`src/rtl/pipe_pkg.sv`:
```
// Shared constants for the Y86-64 PIPE control slice: icodes, status codes, FSM encoding.
package pipe_pkg;

  localparam logic [3:0] I_HALT   = 4'h0;
  localparam logic [3:0] I_NOP    = 4'h1;
  localparam logic [3:0] I_RRMOVQ = 4'h2;
  localparam logic [3:0] I_IRMOVQ = 4'h3;
  localparam logic [3:0] I_RMMOVQ = 4'h4;
  localparam logic [3:0] I_MRMOVQ = 4'h5;
  localparam logic [3:0] I_OPQ    = 4'h6;
  localparam logic [3:0] I_JXX    = 4'h7;
  localparam logic [3:0] I_CALL   = 4'h8;
  localparam logic [3:0] I_RET    = 4'h9;
  localparam logic [3:0] I_PUSHQ  = 4'hA;
  localparam logic [3:0] I_POPQ   = 4'hB;

  localparam logic [2:0] S_AOK = 3'd1;
  localparam logic [2:0] S_HLT = 3'd2;
  localparam logic [2:0] S_ADR = 3'd3;
  localparam logic [2:0] S_INS = 3'd4;

  localparam logic [3:0] R_NONE = 4'hF;

  typedef enum logic {
    ST_RUN    = 1'b0,
    ST_HALTED = 1'b1
  } pipe_state_e;

  // Reserved status encodings (0, 5-7) deliberately do not count as exceptions.
  function automatic logic is_exc(input logic [2:0] s);
    return (s == S_HLT) || (s == S_ADR) || (s == S_INS);
  endfunction

endpackage

```
`src/rtl/pipe_sat_counter.sv`:
```
// Saturating up-counter: increments on inc, sticks at all-ones, cleared by synchronous rst.
module pipe_sat_counter #(
  parameter int W = 32
) (
  input  logic         clk,
  input  logic         rst,
  input  logic         inc,
  output logic [W-1:0] q
);

  logic [W-1:0] cnt_q, cnt_d;

  always_comb begin
    cnt_d = cnt_q;
    if (inc && (cnt_q != {W{1'b1}})) begin
      cnt_d = cnt_q + {{(W-1){1'b0}}, 1'b1};
    end
  end

  always_ff @(posedge clk) begin
    if (rst) begin
      cnt_q <= '0;
    end else begin
      cnt_q <= cnt_d;
    end
  end

  assign q = cnt_q;

endmodule

```
`src/rtl/pipe_control.sv`:
```
// PIPE hazard control: stall/bubble generation, RUN/HALTED FSM, hazard performance counters.
// Counters exist only when PIPE_PERF_CNT_EN is defined; otherwise they read as zero.
//
// state     | meaning
// ST_RUN    | pipeline advancing, hazard controls active
// ST_HALTED | non-AOK status reached writeback, core frozen until rst
module pipe_control
  import pipe_pkg::*;
#(
  parameter int CNT_W = 32
) (
  input  logic             clk,
  input  logic             rst,
  input  logic [3:0]       D_icode,
  input  logic [3:0]       d_srcA,
  input  logic [3:0]       d_srcB,
  input  logic [3:0]       E_icode,
  input  logic [3:0]       E_dstM,
  input  logic             e_Cnd,
  input  logic [3:0]       M_icode,
  input  logic [2:0]       m_stat,
  input  logic [2:0]       W_stat,
  output logic             F_stall,
  output logic             D_stall,
  output logic             D_bubble,
  output logic             E_bubble,
  output logic             M_bubble,
  output logic             W_stall,
  output logic             halted,
  output logic [2:0]       halt_stat,
  output logic [CNT_W-1:0] cycle_cnt,
  output logic [CNT_W-1:0] loaduse_cnt,
  output logic [CNT_W-1:0] mispred_cnt,
  output logic [CNT_W-1:0] ret_cnt
);

  pipe_state_e state_q;
  logic [2:0]  halt_stat_q;
  logic        lu, rt, mp, run;

  assign lu = ((E_icode == I_MRMOVQ) || (E_icode == I_POPQ)) &&
              (E_dstM != R_NONE) &&
              ((E_dstM == d_srcA) || (E_dstM == d_srcB));
  assign rt  = (D_icode == I_RET) || (E_icode == I_RET) || (M_icode == I_RET);
  assign mp  = (E_icode == I_JXX) && !e_Cnd;
  assign run = (state_q == ST_RUN);

  always_ff @(posedge clk) begin
    if (rst) begin
      state_q     <= ST_RUN;
      halt_stat_q <= S_AOK;
    end else if (run && is_exc(W_stat)) begin
      state_q     <= ST_HALTED;
      halt_stat_q <= W_stat;
    end
  end

  // Load/use wins over ret: D must hold the consumer, so it is never bubbled at the same time.
  always_comb begin
    F_stall  = 1'b1;
    D_stall  = 1'b1;
    D_bubble = 1'b0;
    E_bubble = 1'b1;
    M_bubble = 1'b1;
    W_stall  = 1'b1;
    if (run) begin
      F_stall  = lu | rt;
      D_stall  = lu;
      D_bubble = mp | (rt & ~lu);
      E_bubble = mp | lu;
      M_bubble = is_exc(m_stat) | is_exc(W_stat);
      W_stall  = is_exc(W_stat);
    end
  end

  assign halted    = (state_q == ST_HALTED);
  assign halt_stat = halt_stat_q;

`ifdef PIPE_PERF_CNT_EN
  pipe_sat_counter #(.W(CNT_W)) u_cycle_cnt (
    .clk (clk), .rst (rst), .inc (run), .q (cycle_cnt)
  );
  pipe_sat_counter #(.W(CNT_W)) u_loaduse_cnt (
    .clk (clk), .rst (rst), .inc (run & lu), .q (loaduse_cnt)
  );
  pipe_sat_counter #(.W(CNT_W)) u_mispred_cnt (
    .clk (clk), .rst (rst), .inc (run & mp), .q (mispred_cnt)
  );
  pipe_sat_counter #(.W(CNT_W)) u_ret_cnt (
    .clk (clk), .rst (rst), .inc (run & rt & ~lu), .q (ret_cnt)
  );
`else
  assign cycle_cnt   = '0;
  assign loaduse_cnt = '0;
  assign mispred_cnt = '0;
  assign ret_cnt     = '0;
`endif

endmodule

```
`config.mk`:
```
export PLATFORM = sky130hd
export DESIGN_NAME = pipe_control
export DESIGN_NICKNAME = d
export VERILOG_FILES = /design/src/rtl/pipe_pkg.sv /design/src/rtl/pipe_sat_counter.sv /design/src/rtl/pipe_control.sv
export SDC_FILE = /design/constraint.sdc
export NUM_CORES = 1
export LEC_CHECK = 0
export CAP_MARGIN = 20
export CORE_UTILIZATION = 29
export CTS_BUF_LIST = sky130_fd_sc_hd__clkbuf_2 sky130_fd_sc_hd__clkbuf_4 sky130_fd_sc_hd__clkbuf_8
export CTS_CLUSTER_DIAMETER = 30
export DETAILED_ROUTE_END_ITERATION = 10
export GPL_TIMING_DRIVEN = 0
export PLACE_DENSITY_LB_ADDON = 0.15
export SYNTH_ARGS = -nofsm -noshare
export SYNTH_HDL_FRONTEND = slang
export SYNTH_SLANG_ARGS = --single-unit
```
`constraint.sdc`:
```
create_clock -name clk -period 4.05 [get_ports clk]
set_input_delay 0.81 -clock clk [delete_from_list [all_inputs] [get_ports clk]]
set_output_delay 0.81 -clock clk [all_outputs]
set_load 0.005 [all_outputs]
```
==> impl_metrics.env <==
export IMPL_outcome="complete, but fails checks"
export IMPL_violations="DRC"
export IMPL_ant_nets=0
export IMPL_ctsHoldBuffers=0
export IMPL_crit_path_max_fanout=4
export IMPL_cp_startpoint="E_dstM[1]"
export IMPL_hp_class="reg -> reg"
export IMPL_ios=171
export IMPL_p_comb_share_pct=61.0
export IMPL_cts_tree="built"
export IMPL_period_share_pct=84.7
export IMPL_die_height_um=70.9
export IMPL_drt_total_wl_mm=2.82
export IMPL_switching_share_pct=28.4
export IMPL_synth_seq_cells=4
export IMPL_grt_pass1_wl_mm=4.08
export IMPL_dr_pass1_iters=7
export IMPL_syn_area_um2=1380
export IMPL_grt_usage_pct=9.96
export IMPL_grt_pass1_vias=904
export IMPL_mostFrequentLayoutCells="buf_4, conb_1, clkdlybuf4s50_1"
export IMPL_worst_r2r_cell_count=3
export IMPL_synth_edff_count=0
export IMPL_dp_cells=403
export IMPL_clk_insertion_delay_late_ns=0.21
export IMPL_arrival_ns=2.62
export IMPL_r2r_start="halted$_SDFFE_PP0P_"
export IMPL_r2r_setup_slack_ns=2.98
export IMPL_rsz0062_at_grt="false"
export IMPL_rows=24
export IMPL_synth_area_per_cell_um2=7.56
export IMPL_crit_type="in -> out"
export IMPL_fin_total_pwr_mw=0.333
export IMPL_critPathCaptureType="output port"
export IMPL_pwr_density_cell_nw_per_um2=140
export IMPL_cts_made_buffers=3
export IMPL_clockBufferDepth=2
export IMPL_place_port_buffers=42
export IMPL_required_ns=3.24
export IMPL_synthArstFlopShare_pct=0
export IMPL_area_growth_pct=73.0
export IMPL_htreeDepth=1
export IMPL_power_net_switching_mw=0.0946
export IMPL_dp_hpwl_mm=2.67
export IMPL_cts_root_buf="clkbuf_8"
export IMPL_clockPowerShare_pct=25.2
export IMPL_worst_path_largest_cell_delay_ns=0.47
export IMPL_cp_endpoint="D_bubble"
export IMPL_fin_nets=389
export IMPL_synth_flop_cell="dfxtp_1"
export IMPL_final_instance_count_excl_fill=406
export IMPL_wire_per_inst_um=6.94
export IMPL_syn_instance_count=182
export IMPL_drive_above_1_share_pct=38.1
export IMPL_drt_iter0_drc=40
export IMPL_yosysWarnings=0
export IMPL_finalClockSkew_ns=0.00267
export IMPL_path_common_cell="clkdlybuf4s50_1"
export IMPL_antennaDiodeCount=0
export IMPL_finalMaxSlewViolations=0
export IMPL_finalSetupViolations=0
export IMPL_whs_ns=0.491
export IMPL_core_area_um2=4440
export IMPL_gp_congestion=0.729
export IMPL_start_util_pct=30.9
export IMPL_viasPerCell=2.91
export IMPL_critical_path_cell_chain="clkdlybuf4s50_1 -> xor2_1 -> nor4_2 -> o2111ai_2 -> and3b_1 -> clkdlybuf4s50_1"
export IMPL_grt_overflow=0
export IMPL_hold_viol=0
export IMPL_internal_power_mw=0.238
export IMPL_hold_path_startpoint="halt_stat[2]$_SDFFE_PP0P_"
export IMPL_grt_start_max_net_pins=10
export IMPL_synth_cell_types=21
export IMPL_clk_pin_slew_worst_paths_ns=0.03
export IMPL_tns_ns=0
export IMPL_p_leak_nw=1.47
export IMPL_fmax_mhz=292
export IMPL_antenna_found_initial=0
export IMPL_cpMaxStageDelayCell="clkdlybuf4s50_1"
export IMPL_fin_crit_ns=3.43
export IMPL_ctsResizeCount=0
export IMPL_cp_start_kind="input pin"
export IMPL_p_seq_share_pct=13.8
export IMPL_die_w_um=70.9
export IMPL_dieArea_um2=5020
export IMPL_drc=26
export IMPL_max_cap_viol_count=0
export IMPL_cts_sinks=4
export IMPL_postCtsSetupBuffers=0
export IMPL_reg2reg_to="halt_stat[2]$_SDFFE_PP0P_"
export IMPL_routed_via_count=1181
export IMPL_ir_worst_vdd_mv=0.130
export IMPL_seq_area_frac_synth_pct=5.82
==> registers in the layout, summed over array words and instances, names as in the netlist <==
name	count
halt_stat	3
halted	1
==> cell type report <==
type,count,area (um^2)
Fill cell,448,2070
Buffer,128,961
Multi-Input combinational cell,174,800
Timing Repair Buffer,42,420
Sequential cell,4,80.1
Tap cell,52,65.1
Clock buffer,3,41.3
Inverter,3,11.3
==> through the flow <==
step           setup slack (ns)  util, %  instance area, um^2
2_1_floorplan              1.62        -                 1850
3_3_place_gp              0.565     52.6                 2340
3_5_place_dp              0.582     52.6                 2340
4_1_cts                   0.577     53.5                 2380
5_1_grt                   0.497     53.5                 2380
6_report                  0.621     53.5                 2380
==> kinds of logic (layout without fill, tap and decap cells) <==
group | Yosys count | after routing | share of synthesized area, %
AO/OA/AOI/OAI | 10 | 10 | 4.73
XOR/XNOR | 8 | 8 | 5.10
buffers and inverters | 131 | 176 | 70.7
flip-flops | 4 | 4 | 5.82
multiplexers | 1 | 1 | 0.728
other | 1 | 128 | 0.273
AND/OR/NAND/NOR | 27 | 27 | 12.6
==> worst max-delay path, delay by kind of cell <==
kind	cells	cell delay (ns)
buffers and inverters	2	0.92
XOR/XNOR	1	0.20
AND/OR/NAND/NOR	2	0.50
AO/OA/AOI/OAI	1	0.20
==> worst min path at each step <==
stage	end	depth (start not counted)
floorplan	halt_stat[2]$_SDFFE_PP0P_	2
global placement	halt_stat[2]$_SDFFE_PP0P_	2
detailed placement	halt_stat[2]$_SDFFE_PP0P_	2
CTS	halt_stat[2]$_SDFFE_PP0P_	2
global route	halt_stat[2]$_SDFFE_PP0P_	2
finish	halt_stat[2]$_SDFFE_PP0P_	2
==> per-layer routing <==
layer,GRT usage (%),part of all wire [%]
met5,0,0
met4,2.67,0.43
met3,3.99,19
met2,19.4,50
met1,9.61,31
==> power groups by stage <==
stage | clock network, mW | logic (mW) | registers (mW)
2_1_floorplan | 0 | 0.140 | 0.0460
3_3_place_gp | 0 | 0.197 | 0.0463
5_1_grt | 0.0921 | 0.222 | 0.0465
4_1_cts | 0.0881 | 0.198 | 0.0459
6_report | 0.0838 | 0.203 | 0.0459
3_5_place_dp | 0 | 0.197 | 0.0464
==> synth_stat cells, types with 2 or more instances <==
| cell | number | share of area, % |
|---|---|---|
| nor3_1 | 4 | 1.5 |
| buf_4 | 128 | 70 |
| o21ai_0 | 3 | 1.1 |
| dfxtp_1 | 4 | 5.8 |
| a21oi_1 | 4 | 1.5 |
| xor2_1 | 8 | 5.1 |
| nor4_2 | 2 | 1.8 |
| nor4bb_1 | 3 | 2.2 |
| nand2b_1 | 4 | 1.8 |
| nor2_1 | 5 | 1.4 |
| nand2_1 | 3 | 0.82 |
| nand3b_1 | 3 | 1.6 |
| inv_1 | 3 | 0.82 |
Power figures use the tool's default switching activity.
